[config.mk]
export PLATFORM = sky130hd
export DESIGN_NAME = nibble_add_scheduler_flat
export DESIGN_NICKNAME = d
export VERILOG_FILES = /design/src/rtl/nibble_add_scheduler_if.sv /design/src/rtl/nibble_add_scheduler.sv /design/src/flat_wrapper.sv
export SDC_FILE = /design/constraint.sdc
export NUM_CORES = 1
export LEC_CHECK = 0
export BUFFER_PORTS_ARGS = -buffer_cell sky130_fd_sc_hd__clkbuf_2
export CAP_MARGIN = 20
export CORE_MARGIN = 2
export CORE_UTILIZATION = 53
export DETAILED_ROUTE_END_ITERATION = 10
export PLACE_DENSITY = 0.8
export RECOVER_POWER = 50
export SLEW_MARGIN = 20
export SYNTH_ARGS = -nofsm -noshare
export SYNTH_HDL_FRONTEND = slang
export SYNTH_SLANG_ARGS = --single-unit
[constraint.sdc]
create_clock -name clk -period 3.28 [get_ports clk]
set_input_delay 0.164 -clock clk [delete_from_list [all_inputs] [get_ports clk]]
set_output_delay 0.164 -clock clk [all_outputs]
set_load 0.05 [all_outputs]
[src/rtl/nibble_add_scheduler_if.sv]
// Request/grant/result bundle for nibble_add_scheduler.
//   master : drives req0/req1, a0/b0/cin0, a1/b1/cin1; observes grants and results
//   slave  : the scheduler; drives gnt0/gnt1, busy, sum, cout, done, done_id
interface nibble_add_scheduler_if;
   logic        req0;
   logic        req1;
   logic [15:0] a0;
   logic [15:0] b0;
   logic [15:0] a1;
   logic [15:0] b1;
   logic        cin0;
   logic        cin1;
   logic        gnt0;
   logic        gnt1;
   logic        busy;
   logic [15:0] sum;
   logic        cout;
   logic        done;
   logic        done_id;

   modport master (
      output req0, req1, a0, b0, a1, b1, cin0, cin1,
      input  gnt0, gnt1, busy, sum, cout, done, done_id
   );

   modport slave (
      input  req0, req1, a0, b0, a1, b1, cin0, cin1,
      output gnt0, gnt1, busy, sum, cout, done, done_id
   );
endinterface

[src/rtl/nibble_add_scheduler.sv]
// Two-requester 16-bit adder built from one 4-bit ripple-carry slice reused
// over four cycles. Round-robin arbitration in IDLE, four ADD cycles
// (LSB nibble first), one DONE cycle that presents the result.
//   clk     : rising-edge clock
//   rst     : asynchronous active-high reset
//   bus     : slave side of nibble_add_scheduler_if
//             gnt0/gnt1 are combinational accept pulses (valid only in IDLE);
//             busy, sum, cout, done, done_id are registered.
module nibble_add_scheduler (
   input  logic                         clk,
   input  logic                         rst,
   nibble_add_scheduler_if.slave        bus
);

   localparam int unsigned DataW  = 16;
   localparam int unsigned NibW   = 4;
   localparam int unsigned NumNib = DataW / NibW;
   localparam int unsigned IdxW   = 2;

   typedef enum logic [1:0] {
      IDLE = 2'd0,
      ADD  = 2'd1,
      DONE = 2'd2
   } state_e;

   state_e             state_q, state_d;
   logic [IdxW-1:0]    idx_q, idx_d;
   logic               carry_q, carry_d;
   logic [DataW-1:0]   acc_q, acc_d;
   logic [DataW-1:0]   opa_q, opa_d;
   logic [DataW-1:0]   opb_q, opb_d;
   logic               owner_q, owner_d;
   logic               last_id_q, last_id_d;
   logic [DataW-1:0]   sum_q, sum_d;
   logic               cout_q, cout_d;
   logic               done_id_q, done_id_d;
   logic               done_q, done_d;
   logic               busy_q, busy_d;

   logic               gnt0_c, gnt1_c;
   logic [NibW-1:0]    nib_a_c, nib_b_c, nib_s_c;
   logic [NibW:0]      rc_c;
   logic               nib_co_c;

   // Single 4-bit ripple-carry slice over the current operand nibble.
   always_comb begin
      nib_a_c  = opa_q[{idx_q, 2'b00} +: NibW];
      nib_b_c  = opb_q[{idx_q, 2'b00} +: NibW];
      nib_s_c  = '0;
      rc_c     = '0;
      rc_c[0]  = carry_q;
      for (int i = 0; i < NibW; i++) begin
         nib_s_c[i]  = nib_a_c[i] ^ nib_b_c[i] ^ rc_c[i];
         rc_c[i+1]   = (nib_a_c[i] & nib_b_c[i]) | (rc_c[i] & (nib_a_c[i] ^ nib_b_c[i]));
      end
      nib_co_c = rc_c[NibW];
   end

   // Next-state, arbitration and datapath updates.
   always_comb begin
      state_d   = state_q;
      idx_d     = idx_q;
      carry_d   = carry_q;
      acc_d     = acc_q;
      opa_d     = opa_q;
      opb_d     = opb_q;
      owner_d   = owner_q;
      last_id_d = last_id_q;
      sum_d     = sum_q;
      cout_d    = cout_q;
      done_id_d = done_id_q;
      gnt0_c    = 1'b0;
      gnt1_c    = 1'b0;

      unique case (state_q)
         IDLE: begin
            // Round-robin: on contention the requester not served last wins.
            // Grants are gated by rst so nothing is accepted during reset.
            gnt0_c = ~rst & bus.req0 & (~bus.req1 |  last_id_q);
            gnt1_c = ~rst & bus.req1 & (~bus.req0 | ~last_id_q);
            if (gnt0_c || gnt1_c) begin
               opa_d   = gnt1_c ? bus.a1   : bus.a0;
               opb_d   = gnt1_c ? bus.b1   : bus.b0;
               carry_d = gnt1_c ? bus.cin1 : bus.cin0;
               owner_d = gnt1_c;
               idx_d   = '0;
               acc_d   = '0;
               state_d = ADD;
            end
         end
         ADD: begin
            acc_d[{idx_q, 2'b00} +: NibW] = nib_s_c;
            carry_d = nib_co_c;
            idx_d   = idx_q + IdxW'(1);
            if (idx_q == IdxW'(NumNib - 1)) begin
               // Publish the completed word only here so partial sums stay hidden.
               sum_d     = acc_d;
               cout_d    = nib_co_c;
               done_id_d = owner_q;
               last_id_d = owner_q;
               state_d   = DONE;
            end
         end
         DONE: begin
            state_d = IDLE;
         end
         default: begin
            state_d = IDLE;
         end
      endcase

      done_d = (state_d == DONE);
      busy_d = (state_d != IDLE);
   end

   // State and datapath registers.
   always_ff @(posedge clk or posedge rst) begin
      if (rst) begin
         state_q   <= IDLE;
         idx_q     <= '0;
         carry_q   <= 1'b0;
         acc_q     <= '0;
         opa_q     <= '0;
         opb_q     <= '0;
         owner_q   <= 1'b0;
         last_id_q <= 1'b1;
         sum_q     <= '0;
         cout_q    <= 1'b0;
         done_id_q <= 1'b0;
         done_q    <= 1'b0;
         busy_q    <= 1'b0;
      end else begin
         state_q   <= state_d;
         idx_q     <= idx_d;
         carry_q   <= carry_d;
         acc_q     <= acc_d;
         opa_q     <= opa_d;
         opb_q     <= opb_d;
         owner_q   <= owner_d;
         last_id_q <= last_id_d;
         sum_q     <= sum_d;
         cout_q    <= cout_d;
         done_id_q <= done_id_d;
         done_q    <= done_d;
         busy_q    <= busy_d;
      end
   end

   assign bus.gnt0    = gnt0_c;
   assign bus.gnt1    = gnt1_c;
   assign bus.busy    = busy_q;
   assign bus.sum     = sum_q;
   assign bus.cout    = cout_q;
   assign bus.done    = done_q;
   assign bus.done_id = done_id_q;

endmodule

[src/flat_wrapper.sv]
// flat-port wrapper written by rule: the top's interface ports become plain ports
module nibble_add_scheduler_flat 
  (clk, rst, bus_req0, bus_req1, bus_a0, bus_b0, bus_a1, bus_b1, bus_cin0, bus_cin1, bus_gnt0, bus_gnt1, bus_busy, bus_sum, bus_cout, bus_done, bus_done_id);
  nibble_add_scheduler_if bus_i ();
  input  logic clk;
  input  logic rst;
  input wire logic [$bits(bus_i.req0)-1:0] bus_req0;
  input wire logic [$bits(bus_i.req1)-1:0] bus_req1;
  input wire logic [$bits(bus_i.a0)-1:0] bus_a0;
  input wire logic [$bits(bus_i.b0)-1:0] bus_b0;
  input wire logic [$bits(bus_i.a1)-1:0] bus_a1;
  input wire logic [$bits(bus_i.b1)-1:0] bus_b1;
  input wire logic [$bits(bus_i.cin0)-1:0] bus_cin0;
  input wire logic [$bits(bus_i.cin1)-1:0] bus_cin1;
  output wire logic [$bits(bus_i.gnt0)-1:0] bus_gnt0;
  output wire logic [$bits(bus_i.gnt1)-1:0] bus_gnt1;
  output wire logic [$bits(bus_i.busy)-1:0] bus_busy;
  output wire logic [$bits(bus_i.sum)-1:0] bus_sum;
  output wire logic [$bits(bus_i.cout)-1:0] bus_cout;
  output wire logic [$bits(bus_i.done)-1:0] bus_done;
  output wire logic [$bits(bus_i.done_id)-1:0] bus_done_id;
  assign bus_i.req0 = bus_req0;
  assign bus_i.req1 = bus_req1;
  assign bus_i.a0 = bus_a0;
  assign bus_i.b0 = bus_b0;
  assign bus_i.a1 = bus_a1;
  assign bus_i.b1 = bus_b1;
  assign bus_i.cin0 = bus_cin0;
  assign bus_i.cin1 = bus_cin1;
  assign bus_gnt0 = bus_i.gnt0;
  assign bus_gnt1 = bus_i.gnt1;
  assign bus_busy = bus_i.busy;
  assign bus_sum = bus_i.sum;
  assign bus_cout = bus_i.cout;
  assign bus_done = bus_i.done;
  assign bus_done_id = bus_i.done_id;
  nibble_add_scheduler u_core (.clk(clk), .rst(rst), .bus(bus_i));
endmodule
Word level (Yosys, flattened, before mapping):

Cells that the tools add are included.

* register bits after elaboration: 75
* input bits: 70
* output and inout port bits: 22
* logic and storage cells: 75

* add/subtract/negate cells: 2
* equality and inequality tests: 4
* shift-type cells: 4
* multiplexer cells: 15
* bitwise operators: 30
* reductions and logical operators: 7

Operators by type and width (number)
* 16-bit two-way mux: 3
* 16-bit case mux with 2 select lines: 1
* 16-bit by 5-bit variable part select with 4-bit output: 2
* 16-bit bitwise mux: 1
* 4-bit by 6-bit variable shift with 16-bit output (first input constant): 1
* 4-bit by 6-bit variable part select with 16-bit output: 1
* 1-bit bitwise AND: 12
* 2-bit case mux with 2 select lines: 2
* 1-bit bitwise XOR: 8
* 2-bit two-way mux: 3
* 4-bit negation with 6-bit output: 1
* 1-bit bitwise OR: 6
* 2-bit AND reduction: 3
* 2-bit equality test (second input constant): 2
* 1-bit two-way mux: 4
* 1-bit inverter: 4
* 2-bit nonzero test: 2
* 2-bit by 1-bit adder with 2-bit output (second input constant): 1
* 2-bit by 1-bit equality test with 1-bit output (second input constant): 1
* 2-bit logical NOT: 1
* 2-bit by 1-bit != test with 1-bit output (second input constant): 1
* 1-bit case mux with 2 select lines: 1
* 1-bit logical OR: 1

Depth between registers and ports, before layout:

* word-level depth: 12
* gate-level depth with buffers: 12
* gate-level depth less buffers: 11

Worst setup path after synthesis:

Ideal clock, no wire load.

* kind: register -> register
* start point: register u_core.idx_q[0]
* end point: register u_core.sum_q[11] (netlist: u_core.bus.sum[11])
* setup time: 0.126 ns
* arrival: 2.893 ns
* data required time: 3.154 ns
* setup slack: 0.261 ns
* cell stages (with the launch flop): 13
* path buffers: 1
* period minus slack after synthesis: 3.019 ns
* path through: dfrtp_1 -> buf_2 -> mux4_2 -> inv_1 -> fa_1 -> inv_1 -> fa_1 -> inv_1 -> fa_1 -> inv_1 -> fa_1 -> a221oi_1 -> nor2_1

* longest elaborated chain between the ends: 11
* elaborated cells on any way between the ends: 25
* classes of those cells: add/sub: 1; eq/ne: 1; shift: 4; mux: 1; bitwise: 17; reduce/logical: 1

RTL lines
* from (decl): line nibble_add_scheduler.sv:27 `logic [IdxW-1:0] idx_q, idx_d;`
* from (signal assigned): line nibble_add_scheduler.sv:134 `idx_q <= idx_d;`
* 16-bit by 5-bit variable part select with 4-bit output (on tied branches): line nibble_add_scheduler.sv:47, nibble_add_scheduler.sv:48
* 1-bit bitwise XOR: line nibble_add_scheduler.sv:53, nibble_add_scheduler.sv:54
* 1-bit bitwise AND: line nibble_add_scheduler.sv:54 `rc_c[i+1] = (nib_a_c[i] & nib_b_c[i]) | (rc_c[i] & (nib_a_c[i] ^ nib_b_c[i]));`
* 1-bit bitwise OR: line nibble_add_scheduler.sv:54
* 1-bit bitwise AND: line nibble_add_scheduler.sv:54
* 1-bit bitwise OR: line nibble_add_scheduler.sv:54
* 1-bit bitwise AND: line nibble_add_scheduler.sv:54
* 1-bit bitwise OR: line nibble_add_scheduler.sv:54
* 1-bit bitwise XOR: line nibble_add_scheduler.sv:53 `nib_s_c[i] = nib_a_c[i] ^ nib_b_c[i] ^ rc_c[i];`
* 4-bit by 6-bit variable part select with 16-bit output: line nibble_add_scheduler.sv:92 `acc_d[{idx_q, 2'b00} +: NibW] = nib_s_c;`
* 16-bit bitwise mux: line nibble_add_scheduler.sv:92
* to (signal assigned): line nibble_add_scheduler.sv:141 `sum_q <= sum_d;`
* to (decl): line nibble_add_scheduler.sv:34 `logic [DataW-1:0] sum_q, sum_d;`

Several ways; a longest one is shown, not always the timed one.
A chain may end at the register's enable or synchronous reset.

Worst setup path after layout:

* start point: register u_core.idx_q[0]
* end point: register u_core.sum_q[7] (netlist: u_core.bus.sum[7])

The elaborated chain is that of the path after synthesis.

==> results.cfg <==
[status]
status = finished with violations
violations = max-capacitance violations, max-slew violations

[synth]
post_synthesis_average_cell_area_um2 = 10.6
netlist_top_cells_count = sky130_fd_sc_hd__dfrtp_1, sky130_fd_sc_hd__nand2_1, sky130_fd_sc_hd__o21ai_0, sky130_fd_sc_hd__mux2i_1, sky130_fd_sc_hd__inv_1
synth_area_leaders = sky130_fd_sc_hd__dfrtp_1, sky130_fd_sc_hd__mux2i_1, sky130_fd_sc_hd__o21ai_0
postSynthNetCount = 427
synth_enable_flop_cells = 0
post_synth_inst_count = 347
synth_top_area_frac = 0.504
synthArstFlopShare = 1.00
netlist_area_um2 = 3680
yosys.cell_count.top_type = sky130_fd_sc_hd__dfrtp_1
ys_ff_latch = 75
yosys_synthesis_warning_count = 0
yosys.area.top_type = sky130_fd_sc_hd__dfrtp_1
ys_types = 35
synth_seq_area_share = 0.511
synth_top_flop_cell = sky130_fd_sc_hd__dfrtp_1

[critical_path]
r2r_start = u_core.idx_q[0]$_DFFE_PP0P_
worst_ep_required_time_ps = 3510
worstRegToRegCells = 11
crit_path_end = u_core.bus.sum[7]$_DFFE_PP0P_
worstPathArrival_ps = 3210
worstReg2RegEnd = u_core.bus.sum[7]$_DFFE_PP0P_
critical_path_class = reg -> reg
worst_setup_path_startpoint = u_core.idx_q[0]$_DFFE_PP0P_
worstPathMaxFanout = 5
critical_path.startpoint_type = flip-flop
crit_path_end_kind = flip-flop
worst_r2r_setup_slack_ps = 300

[sta]
totalNegativeSetupSlack_ps = 0
highest_clock_frequency_the_design_can_meet_mhz = 336
worstMarginPinSlew_ps = 1790
crit_share_post_route = 0.908
finClkSkew_ps = 4.02
finalSetupViolations = 0
timing_hold_violations_final = 0
timing.max_slew.rel_slack = -0.196
slew_viol_final = 76
final.min_clock_period_ps = 2980
rsz0062_at_grt = no

[clock_tree]
clk_root_buffer_cell = sky130_fd_sc_hd__clkbuf_8
ctsHtreeMaxLevel = 3
insertion_delay_ps = 350
cts_inserted_buffers = 9
count_of_clock_tree_sinks = 75
cts-hold-fix-buffers = 0
cts_tree = built
cts_setup_buffers = 0
ctsResizeCount = 0
cts-root-to-sink-buffers = 2
cts.clk_slew.worst_paths_ps = 70

[hold_path]
hold_path.class = in -> reg

[placed_design]
finalWeightedCongestion = 0.841
dp_hpwl_mm = 5.53
port-buffer-count = 91

[final_layout]
area_delta_synth_final_pct = 18.1
finalNetCount = 513
insertedDiodeCount = 0
post_route_cells_drive_above_1_share = 0.251

[die]
std_cell_rows = 30
floorplan.die_area_um2 = 7620
core_area_um2 = 6760
dieWidth_um = 87.3
top_level_ports = 92
initial_core_util = 0.544
floorplan.die.height_um = 87.3

[route]
detailedRoute.firstIterationViolations = 118
post-route-drc-count = 0
vias = 2830
routed_wire_length_per_instance_um = 14.9
totalWireLength_mm = 7.70
vias_per_cell = 5.46
routed_antenna_nets = 0
drt_first_pass_iters = 4

[grt]
aggregate_global_routing_overflow = 0
grt_max_degree = 76
globalRouteTotalUtil = 0.223
antenna_violations_before_repair = 0
vias_in_the_first_global_route = 2796
grt_pass1_wl_mm = 13.1

[power_and_ir_drop]
irDropWorstVdd_mv = 0.600
leakage_nw = 2.28
total_power_mw = 4.67
power_density_nw_per_um2 = 1080

[job]
maxCapViolations = 1
==> kinds of logic (layout without fill, tap and decap cells) <==
group,count (synthesis),count (layout),synth area share
compound gates,84,84,0.152
fa+ha+maj,10,10,0.0422
buf+inv,48,139,0.0524
flops,75,75,0.511
mux,41,41,0.139
simple gates,89,89,0.104
==> state kept, by name, summed over array words and instances (netlist names) <==
signal	flops
u_core.bus.done_id	1
u_core.opa_q	16
u_core.bus.cout	1
u_core.idx_q	2
u_core.bus.busy	1
u_core.carry_q	1
u_core.bus.done	1
u_core.owner_q	1
u_core.opb_q	16
u_core.acc_q	16
u_core.bus.sum	16
u_core.last_id_q	1
u_core.state_q	2
==> layer usage <==
layer | global-route usage | routed length [um] | vias up
met5 | 0 | 0 | -
met4 | 0.105 | 191 | 0
met3 | 0.0351 | 355 | 16
met2 | 0.370 | 3760 | 79
met1 | 0.288 | 3390 | 1344
li1 | - | - | 1391
==> worst max-delay path, cell delays in order (launching register included) <==
cell and delay (ps):
sky130_fd_sc_hd__dfrtp_1 440, sky130_fd_sc_hd__mux4_2 350, sky130_fd_sc_hd__inv_1 50, sky130_fd_sc_hd__fa_1 380, sky130_fd_sc_hd__inv_1 80, sky130_fd_sc_hd__fa_1 160, sky130_fd_sc_hd__inv_1 50, sky130_fd_sc_hd__fa_1 370
sky130_fd_sc_hd__inv_1 90, sky130_fd_sc_hd__fa_1 500, sky130_fd_sc_hd__a221oi_1 330, sky130_fd_sc_hd__nor2_1 60
==> placed cells by master, fill, tap and decap left out, types with 2 or more instances in the layout <==
cell and instances:
sky130_fd_sc_hd__nor2_1 16, sky130_fd_sc_hd__o221ai_1 8, sky130_fd_sc_hd__clkbuf_2 80, sky130_fd_sc_hd__o21ai_0 39, sky130_fd_sc_hd__a221oi_1 8, sky130_fd_sc_hd__fa_1 4
sky130_fd_sc_hd__clkbuf_1 15, sky130_fd_sc_hd__nand2_1 48, sky130_fd_sc_hd__nor3_1 11, sky130_fd_sc_hd__mux4_2 8, sky130_fd_sc_hd__a21o_1 10, sky130_fd_sc_hd__inv_1 25
sky130_fd_sc_hd__ha_1 6, sky130_fd_sc_hd__o21a_1 8, sky130_fd_sc_hd__clkbuf_8 11, sky130_fd_sc_hd__clkinv_2 2, sky130_fd_sc_hd__mux2i_1 33, sky130_fd_sc_hd__o2bb2ai_1 8
sky130_fd_sc_hd__dfrtp_1 74, sky130_fd_sc_hd__buf_4 4, sky130_fd_sc_hd__or3_1 2
==> stage by stage <==
stage	area [um2]	setup slack, ps	hold slack [ps]	cells	utilization
6_report	4340	301	94.7	518	0.643
5_1_grt	4340	91.5	112	518	0.643
4_1_cts	4360	279	93.5	518	0.645
3_5_place_dp	4190	319	459	502	0.620
3_3_place_gp	4190	427	453	502	0.620
2_1_floorplan	3680	261	352	347	-
==> power by group <==
group	switching [mW]	internal (mW)	leakage [nW]
logic	1.66	0.787	1.25
registers	0.247	1.34	0.943
clock network	0.318	0.315	0.0905
==> worst min path at each step <==
stage	startpoint	end	slack [ps]	depth (start not counted)
5_1_grt	bus_a1[3]	u_core.opa_q[3]$_DFFE_PP0P_	110	3
4_1_cts	bus_a1[9]	u_core.opa_q[9]$_DFFE_PP0P_	90	3
3_5_place_dp	bus_a1[9]	u_core.opa_q[9]$_DFFE_PP0P_	460	3
3_3_place_gp	bus_b1[10]	u_core.opb_q[10]$_DFFE_PP0P_	450	3
6_report	bus_a1[13]	u_core.opa_q[13]$_DFFE_PP0P_	90	3
2_1_floorplan	bus_req0	u_core.owner_q$_DFFE_PP0P_	350	2
==> layout make-up <==
class | instances | area, um2
clock inverter | 2 | 10.0
inverter | 27 | 101
sequential | 75 | 1880
multi-input combinational | 224 | 1610
tap | 80 | 100
timing repair buffer | 96 | 475
clock buffer | 14 | 163
fill | 555 | 2410
Note: power is estimated with default switching activity, not from simulation.
